File: src/rtl/wb_queue_pkg.sv
// Shared constants and types for the write-back queue.
package wb_pkg;

    localparam int WB_WIDTH   = 8;
    localparam int WB_REGBITS = 3;
    localparam int WB_DEPTH   = 4;

    // One pending register write at the default widths.
    typedef struct packed {
        logic [WB_REGBITS-1:0] addr;
        logic [WB_WIDTH-1:0]   data;
    } wb_entry_t;

endpackage

File: src/rtl/wb_queue_if.sv
// Producer / register-file / bypass signal bundle for wb_queue.
interface wb_queue_if #(
    parameter int WIDTH   = 8,
    parameter int REGBITS = 3,
    parameter int DEPTH   = 4
) ();
    localparam int CW = $clog2(DEPTH + 1);

    logic               in_valid;
    logic               in_ready;
    logic [REGBITS-1:0] in_addr;
    logic [WIDTH-1:0]   in_data;
    logic               hold;
    logic               regwrite;
    logic [REGBITS-1:0] wa;
    logic [WIDTH-1:0]   wd;
    logic [REGBITS-1:0] ra1;
    logic [REGBITS-1:0] ra2;
    logic               hit1;
    logic               hit2;
    logic [WIDTH-1:0]   bd1;
    logic [WIDTH-1:0]   bd2;
    logic [CW-1:0]      count;

    // Queue side.
    modport slave (
        input  in_valid, in_addr, in_data, hold, ra1, ra2,
        output in_ready, regwrite, wa, wd, hit1, hit2, bd1, bd2, count
    );

    // Producer / pipeline side.
    modport master (
        output in_valid, in_addr, in_data, hold, ra1, ra2,
        input  in_ready, regwrite, wa, wd, hit1, hit2, bd1, bd2, count
    );
endinterface

File: src/rtl/wb_queue_bypass.sv
// Single bypass lookup port: finds the newest occupied entry whose address
// matches ra, scanning from the slot just behind the tail towards the head.
module wbq_bypass #(
    parameter int WIDTH   = 8,
    parameter int REGBITS = 3,
    parameter int DEPTH   = 4
) (
    input  logic [REGBITS-1:0]         addr_mem [DEPTH],
    input  logic [WIDTH-1:0]           data_mem [DEPTH],
    input  logic [$clog2(DEPTH)-1:0]   tail,
    input  logic [$clog2(DEPTH+1)-1:0] count,
    input  logic [REGBITS-1:0]         ra,
    output logic                       hit,
    output logic [WIDTH-1:0]           bd
);
    localparam int PW = $clog2(DEPTH);
    localparam int CW = $clog2(DEPTH + 1);

    // Age k = 0 is the newest entry; the first match found wins.
    always_comb begin
        logic [PW-1:0] idx;
        hit = 1'b0;
        bd  = '0;
        idx = '0;
        for (int k = 0; k < DEPTH; k++) begin
            idx = tail - PW'(k + 1);
            if (!hit && (ra != '0) && (CW'(k) < count) && (addr_mem[idx] == ra)) begin
                hit = 1'b1;
                bd  = data_mem[idx];
            end
        end
    end
endmodule

File: src/rtl/wb_queue.sv
// Write-back queue in front of the register-file write port.
// Optional feature macro: WBQ_BYPASS_EN builds the two bypass lookup ports;
// without it hit1/hit2/bd1/bd2 are tied to 0 and ra1/ra2 are ignored.
module wb_queue
    import wb_pkg::*;
#(
    parameter int WIDTH   = WB_WIDTH,
    parameter int REGBITS = WB_REGBITS,
    parameter int DEPTH   = WB_DEPTH
) (
    input  logic       clk,
    input  logic       reset,
    wb_queue_if.slave  bus
);
    localparam int PW = $clog2(DEPTH);
    localparam int CW = $clog2(DEPTH + 1);

    logic [REGBITS-1:0] addr_mem [DEPTH];
    logic [WIDTH-1:0]   data_mem [DEPTH];
    logic [PW-1:0]      head;
    logic [PW-1:0]      tail;
    logic [CW-1:0]      count_q;

    logic in_ready;
    logic enq;
    logic deq;

    // Handshake and issue decode. Writes to register 0 are accepted and dropped.
    always_comb begin
        in_ready = (count_q != CW'(DEPTH));
        enq      = bus.in_valid && in_ready && (bus.in_addr != '0);
        deq      = (count_q != '0) && !bus.hold;
    end

    assign bus.in_ready = in_ready;
    assign bus.regwrite = deq;
    assign bus.wa       = deq ? addr_mem[head] : '0;
    assign bus.wd       = deq ? data_mem[head] : '0;
    assign bus.count    = count_q;

    // Circular buffer storage, pointers and occupancy.
    always_ff @(posedge clk or posedge reset) begin
        if (reset) begin
            for (int i = 0; i < DEPTH; i++) begin
                addr_mem[i] <= '0;
                data_mem[i] <= '0;
            end
            head    <= '0;
            tail    <= '0;
            count_q <= '0;
        end else begin
            if (enq) begin
                addr_mem[tail] <= bus.in_addr;
                data_mem[tail] <= bus.in_data;
                tail           <= tail + PW'(1);
            end
            if (deq) begin
                head <= head + PW'(1);
            end
            count_q <= count_q + CW'(enq) - CW'(deq);
        end
    end

`ifdef WBQ_BYPASS_EN
    wbq_bypass #(.WIDTH(WIDTH), .REGBITS(REGBITS), .DEPTH(DEPTH)) u_byp1 (
        .addr_mem (addr_mem),
        .data_mem (data_mem),
        .tail     (tail),
        .count    (count_q),
        .ra       (bus.ra1),
        .hit      (bus.hit1),
        .bd       (bus.bd1)
    );

    wbq_bypass #(.WIDTH(WIDTH), .REGBITS(REGBITS), .DEPTH(DEPTH)) u_byp2 (
        .addr_mem (addr_mem),
        .data_mem (data_mem),
        .tail     (tail),
        .count    (count_q),
        .ra       (bus.ra2),
        .hit      (bus.hit2),
        .bd       (bus.bd2)
    );
`else
    logic unused_ra;
    assign unused_ra = ^{bus.ra1, bus.ra2};
    assign bus.hit1  = 1'b0;
    assign bus.hit2  = 1'b0;
    assign bus.bd1   = '0;
    assign bus.bd2   = '0;
`endif
endmodule
File: src/flat_wrapper.sv
// flat-port wrapper written by rule: the top's interface ports become plain ports
module wb_queue_flat import wb_pkg::*;
#(
    parameter int WIDTH   = WB_WIDTH,
    parameter int REGBITS = WB_REGBITS,
    parameter int DEPTH   = WB_DEPTH
)
  (clk, reset, bus_in_valid, bus_in_addr, bus_in_data, bus_hold, bus_ra1, bus_ra2, bus_in_ready, bus_regwrite, bus_wa, bus_wd, bus_hit1, bus_hit2, bus_bd1, bus_bd2, bus_count);
  wb_queue_if #(.WIDTH(WIDTH), .REGBITS(REGBITS), .DEPTH(DEPTH)) bus_i ();
  input  logic clk;
  input  logic reset;
  input wire logic [$bits(bus_i.in_valid)-1:0] bus_in_valid;
  input wire logic [$bits(bus_i.in_addr)-1:0] bus_in_addr;
  input wire logic [$bits(bus_i.in_data)-1:0] bus_in_data;
  input wire logic [$bits(bus_i.hold)-1:0] bus_hold;
  input wire logic [$bits(bus_i.ra1)-1:0] bus_ra1;
  input wire logic [$bits(bus_i.ra2)-1:0] bus_ra2;
  output wire logic [$bits(bus_i.in_ready)-1:0] bus_in_ready;
  output wire logic [$bits(bus_i.regwrite)-1:0] bus_regwrite;
  output wire logic [$bits(bus_i.wa)-1:0] bus_wa;
  output wire logic [$bits(bus_i.wd)-1:0] bus_wd;
  output wire logic [$bits(bus_i.hit1)-1:0] bus_hit1;
  output wire logic [$bits(bus_i.hit2)-1:0] bus_hit2;
  output wire logic [$bits(bus_i.bd1)-1:0] bus_bd1;
  output wire logic [$bits(bus_i.bd2)-1:0] bus_bd2;
  output wire logic [$bits(bus_i.count)-1:0] bus_count;
  assign bus_i.in_valid = bus_in_valid;
  assign bus_i.in_addr = bus_in_addr;
  assign bus_i.in_data = bus_in_data;
  assign bus_i.hold = bus_hold;
  assign bus_i.ra1 = bus_ra1;
  assign bus_i.ra2 = bus_ra2;
  assign bus_in_ready = bus_i.in_ready;
  assign bus_regwrite = bus_i.regwrite;
  assign bus_wa = bus_i.wa;
  assign bus_wd = bus_i.wd;
  assign bus_hit1 = bus_i.hit1;
  assign bus_hit2 = bus_i.hit2;
  assign bus_bd1 = bus_i.bd1;
  assign bus_bd2 = bus_i.bd2;
  assign bus_count = bus_i.count;
  wb_queue #(.WIDTH(WIDTH), .REGBITS(REGBITS), .DEPTH(DEPTH)) u_core (.clk(clk), .reset(reset), .bus(bus_i));
endmodule
File: config.mk
export PLATFORM = sky130hd
export DESIGN_NAME = wb_queue_flat
export DESIGN_NICKNAME = d
export VERILOG_FILES = /design/src/rtl/wb_queue_pkg.sv /design/src/rtl/wb_queue_if.sv /design/src/rtl/wb_queue_bypass.sv /design/src/rtl/wb_queue.sv /design/src/flat_wrapper.sv
export SDC_FILE = /design/constraint.sdc
export NUM_CORES = 1
export LEC_CHECK = 0
export BUFFER_PORTS_ARGS = -buffer_cell sky130_fd_sc_hd__buf_4
export CORE_ASPECT_RATIO = 1.25
export CORE_MARGIN = 2
export CORE_UTILIZATION = 58
export CTS_CLUSTER_DIAMETER = 60
export DETAILED_ROUTE_END_ITERATION = 16
export PLACE_DENSITY = 0.81
export SETUP_SLACK_MARGIN = 0.4
export SLEW_MARGIN = 30
export SYNTH_ARGS = -nofsm -noshare
export SYNTH_HDL_FRONTEND = slang
export SYNTH_SLANG_ARGS = --single-unit
File: constraint.sdc
create_clock -name clk -period 4 [get_ports clk]
set_input_delay 0.8 -clock clk [delete_from_list [all_inputs] [get_ports clk]]
set_output_delay 0.8 -clock clk [all_outputs]
set_load 0.1 [all_outputs]
[Yosys cells after proc, flatten, opt, wreduce, memory -nomap -nowiden]
Cells that the tools add are included.
Word-level totals
  register bits after elaboration: 51
  word-level logic and storage cells: 42
  output and inout port bits: 34
  bits of input ports: 21
Operators by class
  eq/ne operators: 1
  add/sub/neg operators: 4
  mux-type cells: 14
  order comparisons: 3
  bitwise gates (word level): 2
  reductions and logical operators: 7
Operator list (count)
  bitwise mux 32 bit: 1
  two-way mux 8 bit: 4
  binary-select mux 8 bit (select 2 bit): 1
  demux 8 bit (select 2 bit): 1
  bitwise mux 12 bit: 1
  two-way mux 3 bit: 4
  binary-select mux 3 bit (select 2 bit): 1
  demux 3 bit (select 2 bit): 1
  >= comparator 3 bit, second input constant: 2
  inverter 2 -> 3 bit: 2
  nonzero test 3 bit: 2
  adder 2 x 1 -> 2 bit, second input constant: 2
  logical AND 1 bit: 4
  adder 3 x 1 -> 3 bit: 1
  < comparator 3 x 1 -> 1 bit, second input constant: 1
  inequality test 3 bit, second input constant: 1
  subtractor 3 x 1 -> 3 bit: 1
  zero test 1 bit: 1

[Logic depth before layout (Yosys ltp)]
Gate-level depths: netlist of the first run.
  depth in word-level cells: 6
  gate-level depth with buffers: 11
  gate-level depth less buffers: 10

[Least setup slack after synthesis of the first run]
OpenSTA, ideal clock, no wires.
  kind: reg2out
  start: register u_core.count_q[1] (netlist: u_core.bus.count[1])
  end: output bus_wa[0]
  path slack: 0.147 ns
  path buffers: 1
  stages on the path, launching flop included: 5
  arrival time: 3.053 ns
  data required time: 3.200 ns
  cell sequence: dfrtp_1 > nor3_1 > or2_2 > buf_2 > nor2b_1
Between the ends
  longest elaborated chain between the ends: 3
RTL lines
  start, declared: RTL line wb_queue.sv:22  | logic [CW-1:0] count_q;
  start signal, assigned: RTL line wb_queue.sv:60  | count_q <= count_q + CW'(enq) - CW'(deq);
  nonzero test 3 bit: RTL line wb_queue.sv:32  | deq = (count_q != '0) && !bus.hold;
  logical AND 1 bit: RTL line wb_queue.sv:32
  two-way mux 3 bit: RTL line wb_queue.sv:37  | assign bus.wa = deq ? addr_mem[head] : '0;
  end, declared: RTL line flat_wrapper.sv:20  | output wire logic [$bits(bus_i.wa)-1:0] bus_wa;
Every way passes these cells.

[Final worst setup path of the first run]
  start: register u_core.head[0]
  end: output bus_wd[6]
Between the ends
  longest elaborated chain between the ends: 5
RTL lines
  start, declared: RTL line wb_queue.sv:20  | logic [PW-1:0] head;
  start signal, assigned: RTL line wb_queue.sv:58  | head <= head + PW'(1);
  inverter 2 -> 3 bit (implied by the code): RTL line wb_queue.sv:38  | assign bus.wd = deq ? data_mem[head] : '0;
  binary-select mux 8 bit (select 2 bit): RTL line wb_queue.sv:38
  two-way mux 8 bit (implied by the code) (2 in a row): RTL line wb_queue.sv:38
  two-way mux 8 bit: RTL line wb_queue.sv:38
  end, declared: RTL line flat_wrapper.sv:21  | output wire logic [$bits(bus_i.wd)-1:0] bus_wd;
Every way passes these cells. The select of a mux whose other input is x is not followed.

==> key figures, run 1 <==
Timing
  – Achievable frequency: 338.0 MHz
  – Total negative slack for setup checks: 0 ns
  – Actual transition at the worst max-transition pin: 0.7880 ns
  – Number of max-slew violations in the final report: 0
  – Normalized max-slew margin: 47.46%
  – Setup repair after global routing missed its margin: false
  – Hold Fails Final Rpt: 0
  – Clk_skew: 0.01205 ns
  – Final critical path time including I/O delays and setup: 2.959 ns
  – Share of the clock period used by the worst path after layout: 73.97%
  – Number of endpoints failing setup at the final stage: 0

Critical path
  – Setup Crit Path Kind: reg2out
  – Timing startpoint of the critical path: u_core.head[0]
  – Internal reg-to-reg setup slack: 1.56 ns
  – Worst EP arrival: 2.16 ns
  – Critical Path Start Type: register
  – Reg-to-reg critical path endpoint: u_core.bus.count[2]
  – Crit. End Element: output port
  – Register-to-Register Path Depth: 10
  – RR Startpoint: u_core.bus.count[1]
  – End of the critical path: bus_wd[6]
  – Critical path data required time: 3.20 ns
  – Largest fanout on the critical path: 13

Placement
  – Sum of net half-perimeters after detailed placement: 3128 um
  – Buffers added on ports: 30
  – Number of placed instances with taps included: 259
  – Weighted congestion reported at the end of routability-driven placement: 0.6903

Clock tree
  – Clock transition at the registers of the reported paths: 0.10 ns
  – CTS buffer count: 5
  – Number of buffers on the longest clock path: 2
  – Clock Root Buffer: sky130_fd_sc_hd__clkbuf_8
  – Total number of H-tree levels: 2
  – Clock tree from TritonCTS: built
  – Post CTS Setup Buffer Count: 0
  – Hold-fix buffer count after cts: 0
  – Gates resized, CTS repair: 0
  – Number of sinks on the clock net: 51
  – Later-pin clock latency in the skew report: 0.30 ns

Layout
  – Non-filler instance count after layout: 268
  – Net total in the final layout: 237
  – Share of final-layout standard cells stronger than drive strength 1: 40.48%
  – FF/Latch Area: 1279 um^2
  – Fillers: 311
  – Synthesis-to-finish area growth: 12.46%
  – Antenna cell count: 0
  – Core utilization of the finished layout: 66.84%
  – Multi-input logic area: 1171 um^2

Drt
  – Average wire per standard cell: 16.62 um
  – Vias per cell: 5.254
  – Total number of vias: 1408
  – Aggregate routed wire length: 4454 um
  – Drt initial violations: 33
  – Number of iterations in the first detailed-routing pass: 4
  – Antenna viol nets, final: 0
  – DRC Markers: 0

Floorplanning
  – Count of standard-cell rows: 27
  – Vert. Die Dim: 78.71 um
  – Area of the die: 5019 um^2
  – Starting utilization of the core area: 59.43%
  – Die extent in x: 63.77 um
  – Core ar.: 4358 um^2
  – I/O pin cnt: 55

Outcome
  – Run status: complete, no violations

Global routing
  – Overall overflow remaining after global route: 0
  – Maximum number of pins on one net before global-route repair: 52
  – Initial antenna violation count: 0
  – GR Util All Layers: 19.96%
  – Wire length of the first global-routing pass: 7507 um
  – Vias in the first global route: 1520

Flow run
  – Max-cap violations: 0

Logic synthesis
  – Count of synthesis-stage warnings from yosys: 0
  – Share of the synthesized area in the top cell type: 49.28%
  – Number of flops mapped to enable cells by yosys: 0
  – Sequential share of the synthesized area: 49.28%
  – Cell variety after synth: 21
  – Leading cell types by total area after synthesis: sky130_fd_sc_hd__dfrtp_1, sky130_fd_sc_hd__mux2_2, sky130_fd_sc_hd__mux4_2
  – Share of flip-flops with an asynchronous set or reset after synthesis: 100.0%
  – Cell taking the most area after synthesis: sky130_fd_sc_hd__dfrtp_1
  – Most used standard cells in the synthesized netlist: sky130_fd_sc_hd__dfrtp_1, sky130_fd_sc_hd__mux2_2, sky130_fd_sc_hd__buf_4, sky130_fd_sc_hd__mux2_1
  – Cells after Synth: 179
  – Post-Syn Area per Cell: 14.47 um^2
  – Number of flip-flops and latches in the synthesized netlist: 51
  – Netlist Area Pre-Place: 2590 um^2
  – Post-synth top flop: sky130_fd_sc_hd__dfrtp_1
  – Top-count cell post-synth: sky130_fd_sc_hd__dfrtp_1

Hold path
  – Tightest Hold Check Type: in2async
## flip-flops by register name, summed over array words and instances (netlist names)
register          cells
u_core.data_mem      32
u_core.addr_mem      12
u_core.bus.count      3
u_core.head           2
u_core.tail           2
## cells by family after synthesis
kind of cell / share of synthesized area [%]
flip-flops: 49.28
adder cells (fa/ha/maj): 3.671
AND/OR/NAND/NOR: 7.150
XOR/XNOR: 1.691
multiplexers: 29.13
other: 0.1448
buffers and inverters: 8.937
## layout make-up
class / instances / share of cell area (%)
Inverter: 9 / 1.203
Clock inverter: 2 / 1.289
Clock buffer: 6 / 2.491
Timing Repair Buffer: 31 / 8.419
Tap cell: 58 / 2.491
Sequential cell: 51 / 43.90
Multi-Input combinational cell: 111 / 40.21
## per-layer routing
layer,routed length [um],vias to the layer above,GRT usage (%)
met5,0,-,0
met4,46,0,5.217
met3,162,6,4.391
met2,2435,38,36.00
met1,1809,724,24.21
li1,-,640,-
## worst min-delay path by stage
stage / depth (start not counted) / start / slack [ns] / endpoint
finish: 2 / reset / 0.43 / u_core.head[1]
global route: 2 / reset / 0.45 / u_core.head[1]
CTS: 1 / u_core.addr_mem[6] / 0.50 / u_core.addr_mem[6]
detailed placement: 1 / u_core.addr_mem[6] / 0.47 / u_core.addr_mem[6]
global placement: 1 / u_core.data_mem[1] / 0.46 / u_core.data_mem[1]
floorplan: 1 / u_core.addr_mem[3] / 0.45 / u_core.addr_mem[3]
## cell usage in the layout, fill, tap and decap left out, drive strengths merged
cell type  count
xor2           1
clkbuf         6
nand2          4
nor2b         11
clkinv         1
fa             1
ha             6
nor3           6
bufinv         1
buf           31
or2            1
inv            8
mux4          11
nor3b          3
xnor2          4
clkinvlp       1
mux2          45
conb          18
dfrtp         51
## stage by stage
| step | instance area [um^2] | hold slack (ns) | setup WS (ns) |
|---|---|---|---|
| floorplan | 2656 | 0.4524 | 0.2856 |
| global placement | 2756 | 0.4623 | 1.310 |
| detailed placement | 2781 | 0.4743 | 1.279 |
| CTS | 2892 | 0.4953 | 0.9749 |
| global route | 2913 | 0.4474 | 0.8867 |
| finish | 2913 | 0.4349 | 1.041 |
## critical path, stage by stage, from the launching register on
cell and delay (ns):
sky130_fd_sc_hd__dfrtp_1 0.87, sky130_fd_sc_hd__mux4_2 0.59, sky130_fd_sc_hd__nor2b_1 0.15, sky130_fd_sc_hd__buf_4 0.25
Power of run 1 is left out: the tool's default activity adds up to more than one toggle a clock period on the data nets, which glitch-free logic cannot reach.
==> run 2: changes to the inputs <==
- CORE_UTILIZATION: 58 -> 54
- PLACE_DENSITY: 0.81 -> 0.76
- clock period: 4 -> 2.9 ns (I/O delays scaled with it)
==> key figures, run 2 (synthesis results as in run 1) <==
Outcome
  – Run status: complete, no violations

Layout
  – Most used cells in the layout excluding fill and tap cells: sky130_fd_sc_hd__dfrtp_1, sky130_fd_sc_hd__buf_4, sky130_fd_sc_hd__mux2_2
  – Leading cell type in the layout, fill and taps excluded: sky130_fd_sc_hd__dfrtp_1
  – Net total in the final layout: 247 (+4.2%)
  – Register with the most flip-flops: u_core.data_mem
  – Synthesis-to-finish area growth: 16.33%
  – Share of final-layout standard cells stronger than drive strength 1: 52.73% (+12 points)
  – Max FFs per register: 32 (unchanged)
  – Non-filler instance count after layout: 280 (+4.5%)
  – Antenna cell count: 0 (unchanged)

Drt
  – Number of iterations in the first detailed-routing pass: 4 (unchanged)
  – Antenna viol nets, final: 0 (unchanged)
  – DRC Markers: 0 (unchanged)
  – Drt initial violations: 74 (+120%)
  – Total number of vias: 1449 (+2.9%)
  – Vias per cell: 5.175 (-1.5%)
  – Aggregate routed wire length: 4578 um (+2.8%)
  – Average wire per standard cell: 16.35 um (-1.6%)

Timing
  – Final worst setup slack: 0.4790 ns (-0.5624 ns)
  – Hold Fails Final Rpt: 0 (unchanged)
  – Final critical path time including I/O delays and setup: 2.421 ns
  – Normalized max-slew margin: 58.82% (+11 points)
  – Share of the clock period used by the worst path after layout: 83.48%
  – Number of max-slew violations in the final report: 0 (unchanged)
  – Achievable frequency: 413.0 MHz
  – Actual transition at the worst max-transition pin: 0.6177 ns (-0.1703 ns)
  – Number of endpoints failing setup at the final stage: 0 (unchanged)
  – Setup repair after global routing missed its margin: false
  – Clk_skew: 0.01025 ns (-0.001806 ns)

Global routing
  – Initial antenna violation count: 0 (unchanged)
  – GR Util All Layers: 19.64% (-0.32 points)
  – Maximum number of pins on one net before global-route repair: 29 (-44%)
  – Vias in the first global route: 1593 (+4.8%)
  – Overall overflow remaining after global route: 0 (unchanged)
  – Wire length of the first global-routing pass: 7776 um (+3.6%)

Floorplanning
  – Core ar.: 4695 um^2 (+7.7%)
  – Vert. Die Dim: 81.43 um (+3.5%)
  – I/O pin cnt: 55 (unchanged)
  – Area of the die: 5370 um^2 (+7.0%)
  – Die extent in x: 65.95 um (+3.4%)
  – Starting utilization of the core area: 55.17% (-4.3 points)
  – Count of standard-cell rows: 28 (+3.7%)

Clock tree
  – Later-pin clock latency in the skew report: 0.30 ns (about the same)
  – Number of buffers on the longest clock path: 2 (unchanged)
  – CTS buffer count: 5 (unchanged)
  – Total number of H-tree levels: 2 (unchanged)
  – Clock transition at the registers of the reported paths: 0.09 ns (about the same)
  – Clock tree from TritonCTS: built
  – Number of sinks on the clock net: 51 (unchanged)
  – Clock Root Buffer: sky130_fd_sc_hd__clkbuf_8

Hold path
  – Tightest Hold Check Type: in2async

Placement
  – Worst setup slack before clock tree synthesis: 0.4894 ns (-0.7901 ns)
  – Weighted congestion reported at the end of routability-driven placement: 0.6891 (-0.17%)
  – Sum of net half-perimeters after detailed placement: 3425 um (+9.5%)
  – Number of placed instances with taps included: 269 (+3.9%)
  – Buffers added on ports: 30 (unchanged)

Critical path
  – Worst EP arrival: 1.84 ns (-0.32 ns)
  – Setup Crit Path Kind: reg2out
  – Critical path data required time: 2.32 ns (-0.88 ns)
  – Largest fanout on the critical path: 12 (-1)
  – Critical Path Start Type: register
  – Crit. End Element: output port

Flow run
  – Max-cap violations: 0 (unchanged)
## run 2: cell count changes in the layout (fill, tap and decap cells not counted), moves of 3 or more
cell,before,now
sky130_fd_sc_hd__inv_2,0,3
sky130_fd_sc_hd__nor3_4,5,1
sky130_fd_sc_hd__nor3_2,0,5
sky130_fd_sc_hd__inv_1,8,5
sky130_fd_sc_hd__nor2b_2,0,11
sky130_fd_sc_hd__buf_4,30,40
sky130_fd_sc_hd__nor2b_1,11,0
## run 2: what timing repair did
action / 4_1_cts / 5_1_grt
hold buffers: 0 / 0
pin swaps: 0 / 1
buffers inserted: 1 / 2
resized for setup: 2 / 0
endpoints found under the setup margin: 7 / 2
## run 2: final cells by class
cell class              count  area [um^2]
flip-flops and latches     51         1281
inverters                   9        37.54
repair buffers             41        311.5
clock inverters             2        16.27
multi-input cells         111         1209
fillers                   382         1682
well taps                  60        75.07
clock buffers               6        82.58
## run 2: metrics by stage
stage               hold slack [ns]  util (%)  cell area, um^2  setup TNS (ns)
finish                       0.3404     64.18             3013               0
global route                 0.3900     64.18             3013               0
CTS                          0.3596     63.86             2998               0
detailed placement           0.4748     61.49             2887               0
global placement             0.4611     61.49             2887               0
floorplan                    0.4524         -             2734        -0.08350
## run 2: path summary, 6_finish.rpt
path / from / end / slack [ns] / cells after the start
max in group asynchronous: reset / u_core.head[0] / 1.94 / 3
worst max-delay path: u_core.head[1] / bus_wd[6] / 0.48 / 3
worst min-delay path: reset / u_core.data_mem[10] / 0.34 / 2
min in group clk: u_core.addr_mem[3] / u_core.addr_mem[3] / 0.50 / 1
worst min register to register: u_core.addr_mem[3] / u_core.addr_mem[3] / 0.50 / 1
worst max register to register: u_core.bus.count[2] / u_core.bus.count[2] / 0.75 / 10
## run 2: worst max-delay path, stage by stage, from the launching register on
cell	delay, ns
sky130_fd_sc_hd__dfrtp_1	0.74
sky130_fd_sc_hd__mux4_2	0.41
sky130_fd_sc_hd__nor2b_2	0.17
sky130_fd_sc_hd__buf_4	0.22
## run 2: layer usage
metal	global-route usage (%)	wire length (um)	share of wire [%]	up-vias
met5	0	0	0	-
met2	34.55	2518	55	41
met3	3.836	180	3.9	7
met1	23.64	1786	39	737
met4	8.163	93	2.0	0
li1	-	-	-	664
Power of run 2 is left out for the same reason.
